===== src/rtl/acc_byte_serializer_if.sv =====
// acc_byte_serializer_if
// Bundles the word-input, UART-side and status signals of acc_byte_serializer.
//   in_valid / in_data : one-cycle word strobe and accumulated word (WT bits)
//   ovf_clr            : synchronous clear of the sticky overflow flag
//   tx_busy            : UART transmitter busy
//   tx_start / tx_byte : one-cycle send request and the byte to send
//   busy / overflow    : serializer activity and dropped-word flag
// master = word source / UART / status side, slave = serializer.
interface acc_byte_serializer_if #(
  parameter int W  = 6,
  parameter int Wc = 4
);
  localparam int WT = W * Wc;

  logic          in_valid;
  logic [WT-1:0] in_data;
  logic          ovf_clr;
  logic          tx_busy;
  logic          tx_start;
  logic [7:0]    tx_byte;
  logic          busy;
  logic          overflow;

  modport master (
    output in_valid, in_data, ovf_clr, tx_busy,
    input  tx_start, tx_byte, busy, overflow
  );

  modport slave (
    input  in_valid, in_data, ovf_clr, tx_busy,
    output tx_start, tx_byte, busy, overflow
  );
endinterface


===== src/rtl/acc_byte_serializer.sv =====
// acc_byte_serializer
// Buffers accumulator words in a 2-entry FIFO and sends each word to a UART
// transmitter as NB = ceil(WT/8) bytes, least significant byte first.
//   clk : rising-edge clock
//   rst : synchronous, active-low reset
//   bus : acc_byte_serializer_if.slave
//         in_valid/in_data word input, ovf_clr overflow clear,
//         tx_busy/tx_start/tx_byte UART handshake, busy/overflow status
module acc_byte_serializer #(
  parameter int W  = 6,
  parameter int Wc = 4
) (
  input logic                  clk,
  input logic                  rst,
  acc_byte_serializer_if.slave bus
);
  localparam int WT = W * Wc;
  localparam int NB = (WT + 7) / 8;
  localparam int IW = (NB > 1) ? $clog2(NB) : 1;

  typedef enum logic [1:0] {
    IDLE  = 2'd0,
    START = 2'd1,
    ACK   = 2'd2,
    DONE  = 2'd3
  } state_t;

  state_t        state;
  state_t        state_nxt;
  logic [WT-1:0] mem [2];
  logic          wr_ptr;
  logic          rd_ptr;
  logic [1:0]    count;
  logic [IW-1:0] idx;
  logic          tx_start_r;
  logic [7:0]    tx_byte_r;
  logic          overflow_r;
  logic          start_d;
  logic          load_first;
  logic          load_next;
  logic          pop;
  logic          push;
  logic          drop;
  logic          last_byte;
  logic [WT-1:0] head;

  // Byte k of a word, with bits above WT-1 reading as zero.
  function automatic logic [7:0] byte_sel(input logic [WT-1:0] word,
                                          input logic [IW-1:0] k);
    logic [NB*8-1:0] padded;
    padded          = '0;
    padded[WT-1:0]  = word;
    padded          = padded >> {k, 3'b000};
    return padded[7:0];
  endfunction

  assign head      = mem[rd_ptr];
  assign last_byte = (idx == IW'(NB - 1));

  // A full FIFO still accepts a word on the edge that retires the head.
  assign push = bus.in_valid && ((count != 2'd2) || pop);
  assign drop = bus.in_valid && (count == 2'd2) && !pop;

  // State register; tx_start is registered so it only rises once START
  // has been entered and tx_byte is already stable.
  always_ff @(posedge clk) begin
    if (!rst) begin
      state      <= IDLE;
      tx_start_r <= 1'b0;
    end else begin
      state      <= state_nxt;
      tx_start_r <= start_d;
    end
  end

  // Next-state logic. START holds until the registered tx_start has pulsed.
  always_comb begin
    state_nxt = state;
    case (state)
      IDLE:    if (count != 2'd0) state_nxt = START;
      START:   if (tx_start_r)    state_nxt = ACK;
      ACK:     if (bus.tx_busy)   state_nxt = DONE;
      DONE:    if (!bus.tx_busy)  state_nxt = last_byte ? IDLE : START;
      default: state_nxt = IDLE;
    endcase
  end

  // Output / control decode.
  always_comb begin
    start_d    = 1'b0;
    load_first = 1'b0;
    load_next  = 1'b0;
    pop        = 1'b0;
    case (state)
      IDLE:  load_first = (count != 2'd0);
      START: start_d    = !tx_start_r;
      DONE: begin
        load_next = !bus.tx_busy && !last_byte;
        pop       = !bus.tx_busy && last_byte;
      end
      default: ;
    endcase
  end

  // FIFO bookkeeping, byte index, output byte and sticky overflow.
  always_ff @(posedge clk) begin
    if (!rst) begin
      wr_ptr     <= 1'b0;
      rd_ptr     <= 1'b0;
      count      <= 2'd0;
      idx        <= '0;
      tx_byte_r  <= 8'h00;
      overflow_r <= 1'b0;
    end else begin
      if (load_first) begin
        idx       <= '0;
        tx_byte_r <= byte_sel(head, '0);
      end else if (load_next) begin
        idx       <= IW'(idx + 1'b1);
        tx_byte_r <= byte_sel(head, IW'(idx + 1'b1));
      end
      if (push) wr_ptr <= ~wr_ptr;
      if (pop)  rd_ptr <= ~rd_ptr;
      if (push && !pop)      count <= count + 2'd1;
      else if (pop && !push) count <= count - 2'd1;
      if (drop)             overflow_r <= 1'b1;
      else if (bus.ovf_clr) overflow_r <= 1'b0;
    end
  end

  // Word storage carries no reset; only valid entries are ever read.
  always_ff @(posedge clk) begin
    if (rst && push) mem[wr_ptr] <= bus.in_data;
  end

  assign bus.tx_start = tx_start_r;
  assign bus.tx_byte  = tx_byte_r;
  assign bus.busy     = (count != 2'd0) || (state != IDLE);
  assign bus.overflow = overflow_r;
endmodule


===== src/flat_wrapper.sv =====
// flat-port wrapper written by rule: the top's interface ports become plain ports
module acc_byte_serializer_flat 
#(
  parameter int W  = 6,
  parameter int Wc = 4
)
  (clk, rst, bus_in_valid, bus_in_data, bus_ovf_clr, bus_tx_busy, bus_tx_start, bus_tx_byte, bus_busy, bus_overflow);
  acc_byte_serializer_if #(.W(W), .Wc(Wc)) bus_i ();
  input logic clk;
  input logic rst;
  input wire logic [$bits(bus_i.in_valid)-1:0] bus_in_valid;
  input wire logic [$bits(bus_i.in_data)-1:0] bus_in_data;
  input wire logic [$bits(bus_i.ovf_clr)-1:0] bus_ovf_clr;
  input wire logic [$bits(bus_i.tx_busy)-1:0] bus_tx_busy;
  output wire logic [$bits(bus_i.tx_start)-1:0] bus_tx_start;
  output wire logic [$bits(bus_i.tx_byte)-1:0] bus_tx_byte;
  output wire logic [$bits(bus_i.busy)-1:0] bus_busy;
  output wire logic [$bits(bus_i.overflow)-1:0] bus_overflow;
  assign bus_i.in_valid = bus_in_valid;
  assign bus_i.in_data = bus_in_data;
  assign bus_i.ovf_clr = bus_ovf_clr;
  assign bus_i.tx_busy = bus_tx_busy;
  assign bus_tx_start = bus_i.tx_start;
  assign bus_tx_byte = bus_i.tx_byte;
  assign bus_busy = bus_i.busy;
  assign bus_overflow = bus_i.overflow;
  acc_byte_serializer #(.W(W), .Wc(Wc)) u_core (.clk(clk), .rst(rst), .bus(bus_i));
endmodule

===== config.mk =====
export PLATFORM = sky130hd
export DESIGN_NAME = acc_byte_serializer_flat
export DESIGN_NICKNAME = d
export VERILOG_FILES = /design/src/rtl/acc_byte_serializer_if.sv /design/src/rtl/acc_byte_serializer.sv /design/src/flat_wrapper.sv
export SDC_FILE = /design/constraint.sdc
export NUM_CORES = 1
export LEC_CHECK = 0
export CORE_AREA = 8 8 145 79
export CTS_CLUSTER_SIZE = 8
export DETAILED_ROUTE_END_ITERATION = 10
export DIE_AREA = 0 0 153 87
export GPL_ROUTABILITY_DRIVEN = 0
export PLACE_DENSITY = 0.5
export SYNTH_ARGS = -nofsm -noshare
export SYNTH_HDL_FRONTEND = slang
export SYNTH_SLANG_ARGS = --single-unit

===== constraint.sdc =====
create_clock -name clk -period 5.7 [get_ports clk]
set_clock_uncertainty 0.2 [all_clocks]
set_input_delay 0.57 -clock clk [delete_from_list [all_inputs] [get_ports clk]]
set_output_delay 0.57 -clock clk [all_outputs]
set_load 0.02 [all_outputs]

---- Word-level counts from Yosys, hierarchy flattened ----
Memories as Yosys holds them, arrays and structs flattened. A register that Yosys moved wholly into a read port is not among the register bits.
Cells that the tools add are included.
word-level totals
  register bits ........................... 18
  bits in writable memories ............... 48
  output and inout bits ................... 11
  memories kept ........................... 1
memory list
  memory      words  bits a word  read ports  clocked after Yosys merged registers in  wr ports  line                       RTL
  u_core.mem  2      24           1           1                                        1         acc_byte_serializer.sv:30  logic [WT-1:0] mem [2];
cells by class
  $add $sub $neg .......................... 3
  equal/unequal tests ..................... 10
  shift-type cells ........................ 1
  muxes and demuxes ....................... 19
  bitwise operators ....................... 3
  reductions and logical operators ........ 24
operators by type and width
  kind                   number
  $shr A24 B5 Y8         1
  $mux W8                2
  $mux W2                6
  $mux W1                10
  $reduce_bool A2 Y1     5
  $eq A2 B2 Y1 const B   4
  $logic_and A1 B1 Y1    8
  $pmux W2 S4            1
  $ne A2 B2 Y1 const B   3
  $logic_not A1 Y1       5
  $add A2 B1 Y2 const B  2
  $ne A2 B1 Y1 const B   2
  $reduce_and A4 Y1      1
  $not A1 Y1             3
  $eq A2 B1 Y1 const B   1
  $logic_not A2 Y1       1
  $logic_or A1 B1 Y1     2
  $reduce_and A2 Y1      1
  $reduce_or A2 Y1       1
  $sub A2 B1 Y2 const B  1

---- Depth between registers and ports, before layout ----
Gate-level depths: netlist of run 1.
  depth after elaboration ................. 9
  gate-level depth with buffers ........... 9
  mapped depth without buffers ............ 8

---- Worst setup path before layout of run 1 ----
Ideal clock, no wire load.
  kind .................................... register to register
  start point ............................. register u_core.idx[0]
  end point ............................... memory u_core.mem[0][0] (netlist bit), enable pin
  arrival ................................. 2.274 ns
  required time ........................... 5.095 ns
  slack ................................... 2.821 ns
  stages on the path, launching flop included .. 8
  path buffers ............................ 1
  clock period less this slack ............ 2.879 ns
  path through ............................ dfxtp_1 > buf_2 > inv_2 > ha_1 > nand3b_1 > a21boi_2 > nand2_1 > nor2_1
on the way
  word-level cells in the longest chain between the ends .. 8
RTL lines
  item                           line                        RTL
  start, declared                acc_byte_serializer.sv:34   logic [IW-1:0] idx;
  start signal, assigned         acc_byte_serializer.sv:119  idx <= IW'(idx + 1'b1);
  $eq A2 B2 Y1                   acc_byte_serializer.sv:58   assign last_byte = (idx == IW'(NB - 1));
  $logic_and A1 B1 Y1            acc_byte_serializer.sv:99   pop = !bus.tx_busy && last_byte;
  $mux W1                        acc_byte_serializer.sv:94   case (state)
  $logic_or A1 B1 Y1             acc_byte_serializer.sv:61   assign push = bus.in_valid && ((count != 2'd2) || pop);
  $logic_and A1 B1 Y1            acc_byte_serializer.sv:61
  $logic_and A1 B1 Y1            acc_byte_serializer.sv:133  if (rst && push) mem[wr_ptr] <= bus.in_data;
  $mux W1                        acc_byte_serializer.sv:133
  $mux W1 (not written as such)  acc_byte_serializer.sv:133
  end, declared                  acc_byte_serializer.sv:30
No other way between the ends.

---- Worst setup path after layout of run 1 ----
  start point ............................. register u_core.state[1]
  end point ............................... output bus_busy
on the way
  word-level cells in the longest chain between the ends .. 2
RTL lines
  item                    line                        RTL
  start, declared         acc_byte_serializer.sv:28   state_t state;
  start signal, assigned  acc_byte_serializer.sv:71   state <= state_nxt;
  $reduce_bool A2 Y1      acc_byte_serializer.sv:138  assign bus.busy = (count != 2'd0) || (state != IDLE);
  $logic_or A1 B1 Y1      acc_byte_serializer.sv:138
  end, declared           flat_wrapper.sv:17          output wire logic [$bits(bus_i.busy)-1:0] bus_busy;
No other way between the ends.

==> impl_results.md, run 1 <==
- Post-CTS Hold Buffers: 0
- Share of post-route cells with drive strength above 1: 11.8%
- Pin count of the biggest net entering global routing: 30
- Power, Total: 1.52 mW
- Post-synth net total: about 230
- Most frequent cells in the layout: 48 x edfxtp_1, 39 x clkdlybuf4s50_1, 19 x dfxtp_1
- Post-route DRC: 0
- Top_reg_cell synth: edfxtp_1
- CTS tree: built
- Max cap viols: 0
- Fin util: roughly 37%
- Number of setup buffers added after CTS: 0
- Register area share after synthesis: 65.9%
- Vias in the first global route: 1727
- Status: finished clean
- Antenna-violating nets left: 0
- #FFs+latches synth: 67
- DR vias: 1724
- Commonest non-fill, non-tap cell in the layout: edfxtp_1
- Antenna diodes: 0
- First-pass GRT wire length: ~9.5 mm
- CTS Buf Count: 9
- Launch point of the worst reg-to-reg path: u_core.idx[0]$_SDFFE_PP0P_
- Clock root buffer: clkbuf_16
- Worst skew pair latency: 330 ps
- Row count: 26
- R2r endpoint: u_core.bus.tx_byte[0]$_SDFFE_PN0P_
- Worst R2R Path Depth: 6
- Cells on Worst Hold Path: 2
- Final nets: 276
- Clock net sink count: 67
- Distinct cells, synth: 41
- Setup-failing EPs final: 0
- H-tree depth: 3
- Fillers: 934
- Core area: around 9700 um^2
- Post-DP HPWL: 4.31 mm
- Actual slew at the worst max-slew pin: 646 ps
- DR WL/cell: 16.7 um
- Pwr per Cell Area: 422 nW/um^2
- Final Hold Violating Endpoints: 0
- Synthesized cell area: 2760 um^2
- Worst slew margin: 56.9%
- Final period util: 48.5%
- Worst-path clk slew: 60 ps
- Crit path required time: 4930 ps
- Cells after Synth: 195
- Yosys warns: 0
- Crit path DAT: 1990 ps
- Critical path class: flip-flop to output pin
- Startpoint Class: flip-flop
- GR Overflow Total: 0
- Gr usage total: 9.56%
- Mapped Avg Cell Area: 14.2 um^2
- Crit path max fanout: 5
- Hold WS: 294 ps
- EDFF count, synth: 48
- RSZ-0062 raised after global routing: false
- IO buf count: 39
- Lkg Pwr: 1.22 nW
- Hold Path Class: flip-flop to flip-flop
- R2R Setup Slk: 3110 ps
- Initial antenna violation count: 0
- I/O Pins: 40
- Routed wire length: 6.20 mm
- Iteration-0 DRC Markers: 92
- Final Max Slew Viols: 0
- Min-delay src: u_core.bus.tx_byte[7]$_SDFFE_PN0P_
- Setup crit end kind: output pin
- Die area: 13300 um^2
- Die Height: around 87 um
- Clk buf depth: 2
- Die width: 153 um
- Highest clock rate: 362 MHz
- DR pass1 iterations: 4
- Async S/R FF share, synth: 0%
- Setup TNS: 0 ps
- Starting Density: 28.6%
- Hold path endpoint: u_core.bus.tx_byte[7]$_SDFFE_PN0P_
- Vias/cell: 4.65
- Final cell area excluding filler cells: 3610 um^2
- Area Overhead vs Synth: 30.7%
- Cts repair resizes: 0
- Worst vdd ir: 149 uV
- Minimum clock period: 2760 ps
- Post-DP Area: 3280 um^2
[layout make-up]
type	count	area, um^2	share of cell area (%)
inverters	5	18.8	0.520
flip-flops and latches	67	1820	50.4
clock buffers	9	225	6.23
repair buffers	42	413	11.4
multi-input cells	115	873	24.2
well taps	126	158	4.36
clock inverters	7	103	2.84
[power breakdown]
group          internal, mW  total (mW)  switching [mW]
combinational         0.140       0.316           0.176
clock                 0.385       0.595           0.210
sequential            0.578       0.612          0.0344
[metrics by stage]
step	worst slack [ps]	instances
2_1_floorplan	2820	195
4_1_cts	2920	371
6_report	2940	371
3_5_place_dp	2970	355
5_1_grt	2840	371
3_3_place_gp	3010	355
[critical path, stage by stage (launching register included)]
cell	delay (ps)
dfxtp_1	350
inv_1	120
ha_1	160
or3b_2	470
clkdlybuf4s50_1	560
[flip-flops by register name, indices dropped and copies added, names as in the netlist, named ones only]
register and count:
u_core.bus.tx_byte 8, u_core.idx 2, u_core.bus.overflow 1, u_core.count 2, u_core.state 2, u_core.rd_ptr 1, u_core.bus.tx_start 1, u_core.mem 48
u_core.wr_ptr 1
[synth_stat cells (2+ instances only)]
cell type / count / share of area [%]
buf_4: 3 / 0.81
mux2i_1: 8 / 2.9
or3_1: 3 / 0.68
a211oi_1: 10 / 2.7
mux2_2: 3 / 1.2
mux2_1: 9 / 3.7
xor2_1: 3 / 0.95
dfxtp_1: 19 / 14
a21oi_1: 11 / 2.0
o32ai_1: 2 / 0.63
buf_2: 3 / 0.54
o21ai_0: 4 / 0.72
nand2_1: 3 / 0.41
a211o_1: 5 / 1.6
nor2_1: 12 / 1.6
edfxtp_1: 48 / 52
inv_1: 4 / 0.54
nand3_1: 4 / 0.72
nand2b_1: 2 / 0.45
o31ai_1: 4 / 1.1
a2111oi_0: 4 / 1.3
ha_1: 7 / 3.2
nor2b_1: 6 / 1.4
[kinds of logic (layout without fill, tap and decap cells)]
group | Yosys count | after routing | share of synthesized area [%]
xor gates and xnor gates | 4 | 4 | 1.27
AOI/OAI and AO/OA | 46 | 46 | 11.8
buffers and inverters | 13 | 63 | 2.58
muxes | 20 | 20 | 7.79
and+or+nand+nor | 38 | 38 | 7.47
adders and majority gates | 7 | 7 | 3.17
DFF | 67 | 67 | 65.9
[worst max-delay path by stage]
| stage | endpoint | depth (start not counted) | slack (ps) | from |
|---|---|---|---|---|
| 3_3_place_gp | u_core.mem[0][23]$_DFFE_PP_ | 6 | 3010 | bus_tx_busy |
| 3_5_place_dp | u_core.mem[0][5]$_DFFE_PP_ | 6 | 2970 | bus_tx_busy |
| 4_1_cts | bus_busy | 4 | 2920 | u_core.state[1]$_SDFFE_PN0P_ |
| 6_report | bus_busy | 4 | 2940 | u_core.state[1]$_SDFFE_PN0P_ |
| 5_1_grt | bus_busy | 4 | 2840 | u_core.state[0]$_SDFFE_PN0P_ |
| 2_1_floorplan | u_core.mem[0][0]$_DFFE_PP_ | 7 | 2820 | u_core.idx[0]$_SDFFE_PP0P_ |
[layer usage]
layer | wire [um] | vias to the layer above | global-route usage (%)
li1 | - | 843 | -
met1 | 3270 | 823 | 13.1
met2 | 2390 | 55 | 12.6
met3 | 526 | 3 | 5.15
met4 | 16 | 0 | 2.41
met5 | 0 | - | 0
Power figures use the tool's default switching activity.
==> run 2: changes to the inputs <==
==> constraint.sdc (replaced) <==
create_clock -name clk -period 2.6 [get_ports clk]
set_clock_uncertainty 0.2 [all_clocks]
set_input_delay 0.26 -clock clk [delete_from_list [all_inputs] [get_ports clk]]
set_output_delay 0.26 -clock clk [all_outputs]
set_load 0.02 [all_outputs]
==> run 2 against run 1 <==
- critical path type unchanged
- power up 110%
- final cell count up 1.3%
- die area unchanged
- highest routed layer unchanged
- setup slack worse by 2800 ps
- critical path depth unchanged
- count of clock-buffer cells in the layout up 4
- sequential power up 120%
- cell area about the same
- clock power up 92%
- core utilization about the same
==> impl_results.md, run 2 (synthesis results as in run 1) <==
- Row count: 26
- Top reg by flops: u_core.mem
- RSZ-0062 raised after global routing: false
- Worst setup path endpoint: bus_busy
- Net switching power: 868 uW
- Number of setup buffers added after CTS: 0
- Critical path class: flip-flop to output pin
- Clock net sink count: 67
- Final nets: roughly 280
- Post-Place Setup Slack: 209 ps
- Crit path required time: 2140 ps
- Actual slew at the worst max-slew pin: 596 ps
- Antenna diodes: 0
- Max FFs per register: 48
- Setup-failing EPs final: 0
- Post-DP HPWL: 4.45 mm
- Crit path DAT: 2010 ps
- Multi-input logic area: 873 um^2
- DR WL/cell: 16.8 um
- I/O Pins: 40
- Pwr per Cell Area: a little under 900 nW/um^2
- Pint: ~2.3 mW
- Worst slew margin: 60.3%
- Most used routing layer: met1
- Worst-path clk slew: 50 ps
- Area Overhead vs Synth: 30.7%
- Seq pwr share: 42.1%
- Max cap viols: 0
- R2r endpoint: u_core.bus.tx_byte[5]$_SDFFE_PN0P_
- Fillers: about 940
- Final Hold Violating Endpoints: 0
- Launch point of the worst reg-to-reg path: u_core.state[0]$_SDFFE_PN0P_
- Net Sw Frac: between 20% and 30%
- Hold Path Class: flip-flop to flip-flop
- CTS Buf Count: 9
- Placed cell count: 360
- Vias in the first global route: roughly 1800
- Power, Total: approximately 3.2 mW
- Worst R2R Path Depth: 6
- Clock root buffer: clkbuf_16
- Gr usage total: 10.2%
- Die width: ~150 um
- Comb power frac: 22.2%
- Clock share of power: 35.7%
- Global routing usage on met2: 13.3%
- Final period util: 94.8%
- GR Util met1: 14.6%
- GR Layer Usage met3: roughly 4.4%
- Highest clock rate: between 400 and 500 MHz
- Minimum clock period: 2470 ps
- Crit path max fanout: 5
- CTS tree: built
- Status: finished clean
- Clk buf depth: 2
- Core area: 9660 um^2
- Iteration-0 DRC Markers: 72
- Pin count of the biggest net entering global routing: 30
- DR pass1 iterations: 4
- Fin util: 37.4%
- First-pass GRT wire length: about 10 mm
- IO buf count: 39
- Setup crit end kind: output pin
- Commonest non-fill, non-tap cell in the layout: edfxtp_1
- Initial antenna violation count: 0
- Antenna-violating nets left: 0
- DR vias: 1725
- Post-CTS Hold Buffers: 0
- Fin cells: 376
- Final Worst Setup Slack: 134 ps
- Final Max Slew Viols: 0
- Starting Density: about 29%
- Setup TNS: 0 ps
- Startpoint Class: flip-flop
- Cts repair resizes: 0
- Storage element area: 1820 um^2
- Share of post-route cells with drive strength above 1: 11.6%
- Worst vdd ir: about 360 uV
- Vias/cell: ~4.6
- Die area: 13300 um^2
- Most frequent cells in the layout: 48 x edfxtp_1, 39 x clkdlybuf4s50_1, 19 x dfxtp_1
- Post-route DRC: 0
- Die Height: 87 um
- H-tree depth: 3
- GR Overflow Total: 0
- Launch point of the critical path: u_core.state[0]$_SDFFE_PN0P_
- Routed wire length: 6.31 mm
- Worst skew pair latency: 330 ps
- R2R Setup Slk: roughly 390 ps
- Lkg Pwr: approximately 1.2 nW
run 2: worst min path at each step:
stage	from	slack [ps]	depth (start not counted)	end
2_1_floorplan	bus_in_data[0]	160	0	u_core.mem[0][0]$_DFFE_PP_
3_3_place_gp	u_core.bus.overflow$_SDFFE_PN0P_	270	2	u_core.bus.overflow$_SDFFE_PN0P_
3_5_place_dp	u_core.bus.tx_byte[2]$_SDFFE_PN0P_	290	2	u_core.bus.tx_byte[2]$_SDFFE_PN0P_
4_1_cts	bus_in_data[2]	290	1	u_core.mem[1][2]$_DFFE_PP_
5_1_grt	bus_in_data[5]	310	1	u_core.mem[0][5]$_DFFE_PP_
6_report	u_core.bus.tx_byte[7]$_SDFFE_PN0P_	290	2	u_core.bus.tx_byte[7]$_SDFFE_PN0P_
run 2: routing by layer:
| metal | up-vias | routed length (um) |
|---|---|---|
| li1 | 844 | - |
| met1 | 833 | 3460 |
| met2 | 44 | 2460 |
| met3 | 4 | 358 |
| met4 | 0 | 23 |
| met5 | - | 0 |
run 2: through the flow:
stage / area [um^2] / hold slack (ps)
detailed placement: 3330 / 291
CTS: 3610 / 292
global route: 3610 / 306
finish: 3610 / 293
global placement: 3330 / 270
floorplan: 2770 / 159
run 2: power by group through the flow:
stage                     clock (mW)  sequential, mW  combinational, mW
after floorplan                    0            1.40              0.373
after global placement             0            1.36              0.714
after detailed placement           0            1.36              0.718
after CTS                       1.18            1.34              0.722
after global routing            1.23            1.35              0.788
final                           1.14            1.34              0.709
run 2: worst max-delay path, stage by stage (launching register included):
cell and delay (ps):
dfxtp_1 350, inv_1 120, ha_1 180, or3b_2 470, clkdlybuf4s50_1 560
run 2: cell type report:
type | count | share of cell area (%)
Sequential cell | 67 | 50.4
Multi-Input combinational cell | 115 | 24.2
Timing Repair Buffer | 47 | 12.8
Clock buffer | 13 | 6.65
Tap cell | 126 | 4.36
Clock inverter | 3 | 1.07
Inverter | 5 | 0.519
==> patch, RTL diff (flow settings as in run 1) <==
The 4 states of `state_t` get a one-hot encoding in 4 bits.
--- a/src/rtl/acc_byte_serializer.sv
+++ b/src/rtl/acc_byte_serializer.sv
@@ -20,7 +20,7 @@
 
-  typedef enum logic [1:0] {
-    IDLE  = 2'd0,
-    START = 2'd1,
-    ACK   = 2'd2,
-    DONE  = 2'd3
+  typedef enum logic [3:0] {
+    IDLE  = 4'b0001,
+    START = 4'b0010,
+    ACK   = 4'b0100,
+    DONE  = 4'b1000
   } state_t;
Formal check against the unedited RTL: no difference found for any inputs over 10 cycles, from zero or initial values and one cycle with rst low; not proved beyond that.
==> patch against run 1 <==
- cell count rose by 1.3%
- worst setup slack lost 0.018 ns
- routed wire length fell by 0.97%
- sequential cell count rose by 2
- total power down 4.8%
- design area increased by 0.45%
- maximum frequency shrank 0.64%
- highest routed layer unchanged
- synthesized area grew 3.8%
==> patch: results (changes against run 1) <==
- Status: finished, final reports clean
- Placed instance area: 3380 µm² (+3.0%)
- Xor-xnor portion of the synthesized cell area: 1.53% (+0.26 points)
- Vias per cell: 4.65 (about the same)
- Vias in the first global route: 1,635 (-5.3%)
- Tmin final: 2.78 ns (+0.0177 ns)
- Worst Path Arrival: 2.01 ns (+0.02 ns)
- R2r setup slk: 3.12 ns (about the same)
- Gate power share: 23.5% (+2.8 points)
- Metal3 WL: 417 µm (-21%)
- Detail Placement HPWL: 4.26 mm (-1.1%)
- Synth cell count leaders: edfxtp_1 (48), dfxtp_1 (21), mux2i_1 (18)
- Data buffer area share: 11.4% (-0.051 points)
- Clock buffer count: 10 (+1)
- Pre-CTS WS: 2.81 ns (-0.162 ns)
- Critical path launch point: u_core.state[0]
- DRT iter0 DRCs: 74 (-20%)
- Placed insts: 362 (+2.0%)
- Met1 Routed Length: 3.36 mm (+2.8%)
- # nets final: 278 (+0.72%)
- Non-CTS inverters: 4 (-1)
- DR WL met2: 2.25 mm (-5.9%)
- Seq cells: 69 (+3.0%)
- Synth area leaders: edfxtp_1 (50%), dfxtp_1 (15%), mux2i_1 (6.3%)
- Leak: 1.17 nW (-3.6%)
- Met2 usage: 11.1% (-1.5 points)
- WL/cell: 16.3 µm (-2.3%)
- Pwr dens: 400 nW/µm² (-5.2%)
- Maximum vdd drop: 0.000154 V (+2.9%)
- Met3 Use GR: 4.75% (-0.40 points)
- GR Util met1: 13.8% (+0.75 points)
- #MultiIn Comb: 121 (+5.2%)
- Int Pwr: 1.04 mW (-6.2%)
- Seq area share: 51.3% (+0.88 points)
## patch: changes by cell type after synthesis, moves of 4 or more
cell              run 1  this run
nor2_1               12        16
mux2_1                9         0
a211oi_1             10         1
ha_1                  7         2
and2_1                0         4
o2bb2ai_1             0         8
mux2_2                3         8
a311oi_1              0         8
mux2i_1               8        18
a2111oi_0             4         0
a211o_1               5         0
## patch: worst min path at each step
stage                          startpoint                    end  slack, ns  cells past startpoint
finish              u_core.bus.tx_byte[4]  u_core.bus.tx_byte[4]       0.26                      1
global route        u_core.bus.tx_byte[4]  u_core.bus.tx_byte[4]       0.28                      1
CTS                 u_core.bus.tx_byte[6]  u_core.bus.tx_byte[6]       0.27                      1
detailed placement  u_core.bus.tx_byte[5]  u_core.bus.tx_byte[5]       0.25                      1
global placement    u_core.bus.tx_byte[4]  u_core.bus.tx_byte[4]       0.25                      1
floorplan                   u_core.wr_ptr          u_core.wr_ptr       0.27                      1
